## config.mk

```make
export PLATFORM = sky130hd
export DESIGN_NAME = upg_mode_ctrl_flat
export DESIGN_NICKNAME = d
export VERILOG_FILES = /design/src/rtl/upg_mode_ctrl_if.sv /design/src/rtl/upg_mode_ctrl.sv /design/src/flat_wrapper.sv
export SDC_FILE = /design/constraint.sdc
export NUM_CORES = 1
export LEC_CHECK = 0
export CAP_MARGIN = 20
export CORE_ASPECT_RATIO = 1.25
export CORE_UTILIZATION = 35
export CTS_CLUSTER_DIAMETER = 200
export CTS_CLUSTER_SIZE = 16
export DETAILED_ROUTE_END_ITERATION = 12
export HOLD_SLACK_MARGIN = 0.1
export PLACE_DENSITY = 0.56
export SLEW_MARGIN = 15
export SYNTH_ARGS = -nofsm -noshare
export SYNTH_HDL_FRONTEND = slang
export SYNTH_SLANG_ARGS = --single-unit
```

## constraint.sdc

```tcl
create_clock -name clk -period 4 [get_ports clk]
set_clock_uncertainty 0.05 [all_clocks]
set_input_delay 0.6 -clock clk [delete_from_list [all_inputs] [get_ports clk]]
set_output_delay 0.6 -clock clk [all_outputs]
set_load 0.005 [all_outputs]
```

## src/rtl/upg_mode_ctrl_if.sv

```systemverilog
// -----------------------------------------------------------------------------
// upg_mode_ctrl_if
// Bundle of the signals exchanged between the UART program-upload sequencer
// and its surroundings (button, UART programmer IP, programrom / dmemory32
// upload write ports, CPU reset tree).
//
// Signals
//   start_pg      raw start button (asynchronous to clk)
//   upg_wen_i     programmer write strobe
//   upg_adr_i     programmer word address, bit 14 selects dmem
//   upg_done_i    programmer finished (level)
//   upg_rst_o     reset to the UART programmer IP, active-high
//   cpu_rst_o     CPU reset hold, active-high
//   rom_wen_o     programrom upload write enable
//   dmem_wen_o    dmemory32 upload write enable
//   upg_adr_o     upg_adr_i[13:0] passed through to the memories
//   rom_words_o   ROM words written in the current / last upload
//   dmem_words_o  dmem words written in the current / last upload
//   busy_o        upload in progress (ARM or LOAD)
//   err_o         sticky upload-timeout flag
//
// Modports
//   slave   the sequencer itself
//   master  whatever drives the sequencer (top level or a testbench)
// -----------------------------------------------------------------------------
interface upg_mode_ctrl_if;
   logic        start_pg;
   logic        upg_wen_i;
   logic [14:0] upg_adr_i;
   logic        upg_done_i;
   logic        upg_rst_o;
   logic        cpu_rst_o;
   logic        rom_wen_o;
   logic        dmem_wen_o;
   logic [13:0] upg_adr_o;
   logic [14:0] rom_words_o;
   logic [14:0] dmem_words_o;
   logic        busy_o;
   logic        err_o;

   modport slave (
      input  start_pg,
      input  upg_wen_i,
      input  upg_adr_i,
      input  upg_done_i,
      output upg_rst_o,
      output cpu_rst_o,
      output rom_wen_o,
      output dmem_wen_o,
      output upg_adr_o,
      output rom_words_o,
      output dmem_words_o,
      output busy_o,
      output err_o
   );

   modport master (
      output start_pg,
      output upg_wen_i,
      output upg_adr_i,
      output upg_done_i,
      input  upg_rst_o,
      input  cpu_rst_o,
      input  rom_wen_o,
      input  dmem_wen_o,
      input  upg_adr_o,
      input  rom_words_o,
      input  dmem_words_o,
      input  busy_o,
      input  err_o
   );
endinterface

```

## src/rtl/upg_mode_ctrl.sv

```systemverilog
// -----------------------------------------------------------------------------
// upg_mode_ctrl
// Sequencer for UART program-upload mode. Debounces the start button, holds
// the CPU in reset while an upload is in progress, enables the UART
// programmer IP, steers every programmer write to the instruction ROM or the
// data memory, counts the words written to each and aborts a stalled upload.
//
// Ports
//   clk     single clock (programmer clock domain)
//   rst_n   asynchronous active-low reset
//   bus     upg_mode_ctrl_if.slave, see the interface file for the signals
//
// Parameters
//   DEBOUNCE_CYCLES  consecutive synced-high cycles before a press is accepted
//   RELEASE_CYCLES   cycles the CPU stays in reset after boot / after upload
//   TIMEOUT_CYCLES   maximum idle cycles between writes while loading
//
// State flow
//   BOOT -> RUN -> ARM -> LOAD -> DRAIN -> RUN
//                   \------------^  (done with no writes)
// -----------------------------------------------------------------------------
module upg_mode_ctrl #(
   parameter int DEBOUNCE_CYCLES = 1000,
   parameter int RELEASE_CYCLES  = 8,
   parameter int TIMEOUT_CYCLES  = 2000000
) (
   input  logic           clk,
   input  logic           rst_n,
   upg_mode_ctrl_if.slave bus
);

   localparam int DEB_W  = (DEBOUNCE_CYCLES > 2) ? $clog2(DEBOUNCE_CYCLES) : 1;
   localparam int REL_W  = (RELEASE_CYCLES  > 2) ? $clog2(RELEASE_CYCLES)  : 1;
   localparam int IDLE_W = (TIMEOUT_CYCLES  > 2) ? $clog2(TIMEOUT_CYCLES)  : 1;

   localparam logic [DEB_W-1:0]  DEB_LAST  = DEB_W'(DEBOUNCE_CYCLES - 1);
   localparam logic [REL_W-1:0]  REL_LAST  = REL_W'(RELEASE_CYCLES - 1);
   localparam logic [IDLE_W-1:0] IDLE_LAST = IDLE_W'(TIMEOUT_CYCLES - 1);
   localparam logic [14:0]       WORDS_MAX = 15'h7FFF;

   typedef enum logic [2:0] {
      S_BOOT  = 3'd0,
      S_RUN   = 3'd1,
      S_ARM   = 3'd2,
      S_LOAD  = 3'd3,
      S_DRAIN = 3'd4
   } state_t;

   // ------------------------------------------------------------------------
   // Declarations
   // ------------------------------------------------------------------------
   state_t            state_q, state_d;
   logic              busy_q, busy_d;
   logic              cpu_rst_q, cpu_rst_d;
   logic              upg_rst_q, upg_rst_d;

   logic [1:0]        sync_q;
   logic              btn_s;

   logic [DEB_W-1:0]  deb_cnt_q, deb_cnt_d;
   logic [REL_W-1:0]  rel_cnt_q, rel_cnt_d;
   logic [IDLE_W-1:0] idle_cnt_q, idle_cnt_d;
   logic              rearm_blk_q, rearm_blk_d;
   logic              err_q, err_d;

   logic              deb_done;
   logic              rel_done;
   logic              timeout_hit;
   logic              arm_entry;
   logic              wr_window;
   logic              rom_wen;
   logic              dmem_wen;
   logic [1:0]        wen_vec;

   // ------------------------------------------------------------------------
   // Button synchroniser (two flops, the raw button is asynchronous)
   // ------------------------------------------------------------------------
   always_ff @(posedge clk or negedge rst_n) begin
      if (!rst_n) begin
         sync_q <= 2'b00;
      end else begin
         sync_q <= {sync_q[0], bus.start_pg};
      end
   end

   assign btn_s = sync_q[1];

   // ------------------------------------------------------------------------
   // Event decode shared by the FSM and the counters
   // ------------------------------------------------------------------------
   // A press is accepted only when the re-arm latch is clear, so a button
   // still held from the previous upload cannot start another one.
   assign deb_done    = (state_q == S_RUN) && btn_s && !rearm_blk_q &&
                        (deb_cnt_q == DEB_LAST);
   assign rel_done    = (rel_cnt_q == REL_LAST);
   // A write in the same cycle restarts the idle window; done wins anyway.
   assign timeout_hit = (state_q == S_LOAD) && !bus.upg_wen_i &&
                        !bus.upg_done_i && (idle_cnt_q == IDLE_LAST);
   assign arm_entry   = deb_done;

   // ------------------------------------------------------------------------
   // FSM: state register (outputs registered alongside the state)
   // ------------------------------------------------------------------------
   always_ff @(posedge clk or negedge rst_n) begin
      if (!rst_n) begin
         state_q   <= S_BOOT;
         busy_q    <= 1'b0;
         cpu_rst_q <= 1'b1;
         upg_rst_q <= 1'b1;
      end else begin
         state_q   <= state_d;
         busy_q    <= busy_d;
         cpu_rst_q <= cpu_rst_d;
         upg_rst_q <= upg_rst_d;
      end
   end

   // ------------------------------------------------------------------------
   // FSM: next-state logic
   // ------------------------------------------------------------------------
   always_comb begin
      state_d = state_q;
      unique case (state_q)
         S_BOOT: begin
            if (rel_done) state_d = S_RUN;
         end
         S_RUN: begin
            if (deb_done) state_d = S_ARM;
         end
         S_ARM: begin
            // The first write is steered and counted in ARM itself; if done
            // coincides with it the upload is already over.
            if (bus.upg_done_i)     state_d = S_DRAIN;
            else if (bus.upg_wen_i) state_d = S_LOAD;
         end
         S_LOAD: begin
            if (bus.upg_done_i || timeout_hit) state_d = S_DRAIN;
         end
         S_DRAIN: begin
            if (rel_done) state_d = S_RUN;
         end
         default: begin
            state_d = S_BOOT;
         end
      endcase
   end

   // ------------------------------------------------------------------------
   // FSM: output logic, decoded from the next state so the registered
   // outputs change on the same edge as the state.
   // ------------------------------------------------------------------------
   always_comb begin
      busy_d    = 1'b0;
      cpu_rst_d = 1'b1;
      upg_rst_d = 1'b1;
      unique case (state_d)
         S_RUN: begin
            cpu_rst_d = 1'b0;
         end
         S_ARM, S_LOAD: begin
            busy_d    = 1'b1;
            upg_rst_d = 1'b0;
         end
         default: begin
            busy_d    = 1'b0;
         end
      endcase
   end

   // ------------------------------------------------------------------------
   // Debounce, release, idle counters, re-arm latch and error flag
   // ------------------------------------------------------------------------
   always_comb begin
      // Debounce: counts synced-high cycles in RUN, any low cycle restarts it.
      deb_cnt_d = '0;
      if ((state_q == S_RUN) && btn_s && !rearm_blk_q && !deb_done) begin
         deb_cnt_d = deb_cnt_q + DEB_W'(1);
      end

      // Release: the same counter times both BOOT and DRAIN.
      rel_cnt_d = '0;
      if (((state_q == S_BOOT) || (state_q == S_DRAIN)) && !rel_done) begin
         rel_cnt_d = rel_cnt_q + REL_W'(1);
      end

      // Idle: only LOAD is supervised; ARM may wait indefinitely.
      idle_cnt_d = '0;
      if ((state_q == S_LOAD) && !bus.upg_wen_i && !timeout_hit) begin
         idle_cnt_d = idle_cnt_q + IDLE_W'(1);
      end

      rearm_blk_d = rearm_blk_q;
      if (!btn_s) begin
         rearm_blk_d = 1'b0;
      end else if (deb_done) begin
         rearm_blk_d = 1'b1;
      end

      err_d = err_q;
      if (arm_entry) begin
         err_d = 1'b0;
      end else if (timeout_hit) begin
         err_d = 1'b1;
      end
   end

   always_ff @(posedge clk or negedge rst_n) begin
      if (!rst_n) begin
         deb_cnt_q   <= '0;
         rel_cnt_q   <= '0;
         idle_cnt_q  <= '0;
         rearm_blk_q <= 1'b0;
         err_q       <= 1'b0;
      end else begin
         deb_cnt_q   <= deb_cnt_d;
         rel_cnt_q   <= rel_cnt_d;
         idle_cnt_q  <= idle_cnt_d;
         rearm_blk_q <= rearm_blk_d;
         err_q       <= err_d;
      end
   end

   // ------------------------------------------------------------------------
   // Write steering: only ARM and LOAD may reach the memories. Because it is
   // decoded from state_q, an asynchronous reset kills both enables at once.
   // ------------------------------------------------------------------------
   assign wr_window = (state_q == S_ARM) || (state_q == S_LOAD);
   assign rom_wen   = wr_window && bus.upg_wen_i && !bus.upg_adr_i[14];
   assign dmem_wen  = wr_window && bus.upg_wen_i &&  bus.upg_adr_i[14];
   assign wen_vec   = {dmem_wen, rom_wen};

   // ------------------------------------------------------------------------
   // Word counters: index 0 = ROM, index 1 = dmem. Cleared on ARM entry,
   // saturating, and holding their value after the upload for inspection.
   // ------------------------------------------------------------------------
   for (genvar gi = 0; gi < 2; gi++) begin : g_words
      logic [14:0] words_q, words_d;

      always_comb begin
         words_d = words_q;
         if (arm_entry) begin
            words_d = '0;
         end else if (wen_vec[gi] && (words_q != WORDS_MAX)) begin
            words_d = words_q + 15'd1;
         end
      end

      always_ff @(posedge clk or negedge rst_n) begin
         if (!rst_n) begin
            words_q <= '0;
         end else begin
            words_q <= words_d;
         end
      end
   end

   // ------------------------------------------------------------------------
   // Outputs
   // ------------------------------------------------------------------------
   assign bus.upg_rst_o    = upg_rst_q;
   assign bus.cpu_rst_o    = cpu_rst_q;
   assign bus.busy_o       = busy_q;
   assign bus.err_o        = err_q;
   assign bus.rom_wen_o    = rom_wen;
   assign bus.dmem_wen_o   = dmem_wen;
   assign bus.upg_adr_o    = bus.upg_adr_i[13:0];
   assign bus.rom_words_o  = g_words[0].words_q;
   assign bus.dmem_words_o = g_words[1].words_q;

endmodule

```

## src/flat_wrapper.sv

```systemverilog
// flat-port wrapper written by rule: the top's interface ports become plain ports
module upg_mode_ctrl_flat 
#(
   parameter int DEBOUNCE_CYCLES = 1000,
   parameter int RELEASE_CYCLES  = 8,
   parameter int TIMEOUT_CYCLES  = 2000000
)
  (clk, rst_n, bus_start_pg, bus_upg_wen_i, bus_upg_adr_i, bus_upg_done_i, bus_upg_rst_o, bus_cpu_rst_o, bus_rom_wen_o, bus_dmem_wen_o, bus_upg_adr_o, bus_rom_words_o, bus_dmem_words_o, bus_busy_o, bus_err_o);
  upg_mode_ctrl_if bus_i ();
  input  logic clk;
  input  logic rst_n;
  input wire logic [$bits(bus_i.start_pg)-1:0] bus_start_pg;
  input wire logic [$bits(bus_i.upg_wen_i)-1:0] bus_upg_wen_i;
  input wire logic [$bits(bus_i.upg_adr_i)-1:0] bus_upg_adr_i;
  input wire logic [$bits(bus_i.upg_done_i)-1:0] bus_upg_done_i;
  output wire logic [$bits(bus_i.upg_rst_o)-1:0] bus_upg_rst_o;
  output wire logic [$bits(bus_i.cpu_rst_o)-1:0] bus_cpu_rst_o;
  output wire logic [$bits(bus_i.rom_wen_o)-1:0] bus_rom_wen_o;
  output wire logic [$bits(bus_i.dmem_wen_o)-1:0] bus_dmem_wen_o;
  output wire logic [$bits(bus_i.upg_adr_o)-1:0] bus_upg_adr_o;
  output wire logic [$bits(bus_i.rom_words_o)-1:0] bus_rom_words_o;
  output wire logic [$bits(bus_i.dmem_words_o)-1:0] bus_dmem_words_o;
  output wire logic [$bits(bus_i.busy_o)-1:0] bus_busy_o;
  output wire logic [$bits(bus_i.err_o)-1:0] bus_err_o;
  assign bus_i.start_pg = bus_start_pg;
  assign bus_i.upg_wen_i = bus_upg_wen_i;
  assign bus_i.upg_adr_i = bus_upg_adr_i;
  assign bus_i.upg_done_i = bus_upg_done_i;
  assign bus_upg_rst_o = bus_i.upg_rst_o;
  assign bus_cpu_rst_o = bus_i.cpu_rst_o;
  assign bus_rom_wen_o = bus_i.rom_wen_o;
  assign bus_dmem_wen_o = bus_i.dmem_wen_o;
  assign bus_upg_adr_o = bus_i.upg_adr_o;
  assign bus_rom_words_o = bus_i.rom_words_o;
  assign bus_dmem_words_o = bus_i.dmem_words_o;
  assign bus_busy_o = bus_i.busy_o;
  assign bus_err_o = bus_i.err_o;
  upg_mode_ctrl #(.DEBOUNCE_CYCLES(DEBOUNCE_CYCLES), .RELEASE_CYCLES(RELEASE_CYCLES), .TIMEOUT_CYCLES(TIMEOUT_CYCLES)) u_core (.clk(clk), .rst_n(rst_n), .bus(bus_i));
endmodule
```

==> impl_metrics.toml <==
[run_status]
status = "complete, no violations"

[clocking]
cts_setup_buffers = 0
cts_hold_buf = 0
numCtsBuffers = 9
cts_root_buf = "clkbuf_16"
tritoncts = "done"
cts_resized = 0
cts_sinks = 74
cts-htree-levels = 3
path_clk_slew_ps = 50
clk_latency_ps = 330
clk_path_buf_depth = 2

[die]
floorplan.die.width_um = 93.9
io_pins = 70
dieArea_sq_um = 11000
start_util_pct = 36.4
fp.coreArea_sq_um = 10200
fp.dieH_um = 117
rows = 41

[setup_path]
worstSetupPathDepth = 3
reg2reg_depth = 5
cp-end-kind = "primary output"
critPathKind = "input pin to primary output"
crit_family = "buffers and inverters"
slowest_stage = "clkdlybuf4s50_1"
crit_fanout = 7
cpPeakStageDelay_ps = 550
cp-startpoint = "bus_upg_wen_i"
reg2reg_to = "u_core.state_q[0]"
crit_path_start_kind = "input pin"
cp_num_buf_inv = 2
crit_path_end = "bus_rom_wen_o"
critPathMostFrequentCell = "clkdlybuf4s50_1"
r2r_slack_ps = 1920
cp.arrival_ps = 2040
crit_chain = "clkdlybuf4s50_1 > and4bb_1 > clkdlybuf4s50_1"
required_ps = 3350
reg2reg_from = "u_core.state_q[1]"

[synth]
yosysWarnings = 0
ys_seq_area_share_pct = 50.2
netlist_area_sq_um = 3700
avgSynthCellArea_sq_um = 10.1
synth_ff_type = "dfrtp_1"
synth_edf_count = 0
syn_inst = 367
synth.distinct_cells = 54
synth_seq_cells = 74
ys_async_sr_fraction_pct = 100
syn-num-nets = 393

[layout]
final_cell_mix = "dfrtp_1, nor2_1, clkdlybuf4s50_1"
nFillCells = 1011
antennaDiodeCount = 0
drive_above_1_share_pct = 6.78
nets = 422
mostFrequentLayoutCell = "dfrtp_1"
stdcell_count = 527
syn_to_final_growth_pct = 17.9

[power_and_ir_drop]
power_frac_seq_pct = 50.8
ir_worst_vdd_uv = 201
switching_share_pct = 21.7
power_frac_clock_pct = 42.4
p_int_w = 0.00124
power.switching_w = 0.000346
p_comb_share_pct = 6.8
p_per_area_nw_per_um2 = 365
p_leak_nw = 1.80

[route]
wire_per_inst_um = 13.3
vias = 2665
drc = 0
drtIter0Drc = 135
via_per_inst = 5.06
drt_first_pass_iters = 5
wirelength_mm = 7.02
ant_nets = 0

[global_routing]
overflow = 0
grt_pass1_vias = 2634
antenna_found_initial = 0
track_usage_pct = 14.5
grt_pass1_wl_mm = 12.2
grt_max_degree = 75

[sta]
fmax_mhz = 371
setup_violations = 0
finalMaxSlewViolations = 0
worst_pin_slew_ps = 924
period_minus_slack_ps = 2690
fin_tns_setup_ps = 0
post-route-period-util_pct = 67.3
slew_headroom_pct = 38.4
rsz0062_at_grt = "no"
hold_violations = 0

[flow_run]
maxCapViolCount = 0

[placement]
globalplace.congestion = 0.787
dp.final_hpwl_mm = 4.95
portBuffers = 41
dp_cells = 514

[min_path]
hold_class = "input pin to asynchronous set/reset pin"
## synth_stat cells (5+ instances only)
library cell | count | area [sq um]
and3_1 | 12 | 75.1
buf_4 | 14 | 105
nor2_1 | 62 | 233
dfrtp_1 | 72 | 1800
xor2_1 | 20 | 175
buf_2 | 5 | 25.0
inv_1 | 6 | 22.5
nor3_1 | 10 | 50.1
nand3_1 | 19 | 95.1
nand2_1 | 25 | 93.8
ha_1 | 6 | 75.1
xnor2_1 | 23 | 201
nand4_1 | 10 | 62.6
## power by group through the flow
stage               clock, W  combinational [W]  sequential [W]
floorplan                  0          0.0000704        0.000817
global placement           0           0.000110        0.000821
detailed placement         0           0.000113        0.000821
CTS                 0.000701           0.000113        0.000808
global route        0.000733           0.000127        0.000811
finish              0.000674           0.000108        0.000808
## area by class of cell
cell class              count  area, sq um  share of cell area [%]
clock buffers              12          236                    5.43
clock inverters             1         5.00                   0.115
inverters                   7         26.3                   0.603
multi-input cells         262         1660                    38.1
flip-flops and latches     74         1850                    42.5
well taps                 129          161                    3.70
repair buffers             42          415                    9.53
## kinds of logic after synthesis
| logic type | after synthesis | share of synthesized area [%] |
|---|---|---|
| AND/OR/NAND/NOR | 181 | 26.1 |
| flip-flops | 74 | 50.2 |
| XOR/XNOR | 43 | 10.2 |
| buffers and inverters | 31 | 4.94 |
| AO/OA/AOI/OAI | 28 | 5.52 |
| adder cells (fa/ha/maj) | 6 | 2.03 |
| multiplexers | 4 | 1.08 |
## per-stage QoR
stage	total power [W]	area (sq um)	hold WS, ps	setup slack (ps)	util (%)
global route	0.00167	4360	333	1240	42.9
global placement	0.000931	4120	323	1340	40.5
detailed placement	0.000933	4120	316	1320	40.5
floorplan	0.000887	3700	254	2070	-
CTS	0.00162	4360	325	1320	42.9
finish	0.00159	4360	317	1310	42.9
## worst min path at each step
stage	end	slack [ps]	depth (start not counted)
after detailed placement	u_core.sync_q[1]	320	0
after global placement	u_core.sync_q[1]	320	0
after CTS	u_core.sync_q[1]	320	0
final	u_core.bus.rom_words_o[8]	320	1
after global routing	u_core.sync_q[1]	330	0
after floorplan	u_core.bus.busy_o	250	0
## flip-flops by register name, summed over array words and instances (netlist names)
name                     count
u_core.idle_cnt_q           21
u_core.bus.dmem_words_o     15
u_core.bus.rom_words_o      15
u_core.deb_cnt_q            10
u_core.rel_cnt_q             3
u_core.state_q               3
u_core.sync_q                2
u_core.bus.busy_o            1
u_core.bus.cpu_rst_o         1
u_core.bus.err_o             1
u_core.bus.upg_rst_o         1
u_core.rearm_blk_q           1
## routing by layer
metal / track usage, % / vias up / share of wire (%)
met2: 24.3 / 51 / 48
met4: 5.95 / 0 / 1.7
met5: 0 / - / 0
met3: 4.13 / 9 / 4.7
met1: 17.5 / 1284 / 46
li1: - / 1321 / -
## worst reg2reg max path, delay by kind of cell (launching register included)
kind | cells | cell delay [ps]
compound gates | 2 | 480
simple gates | 3 | 960
flops | 1 | 460
(Power assumes the default switching activity.)
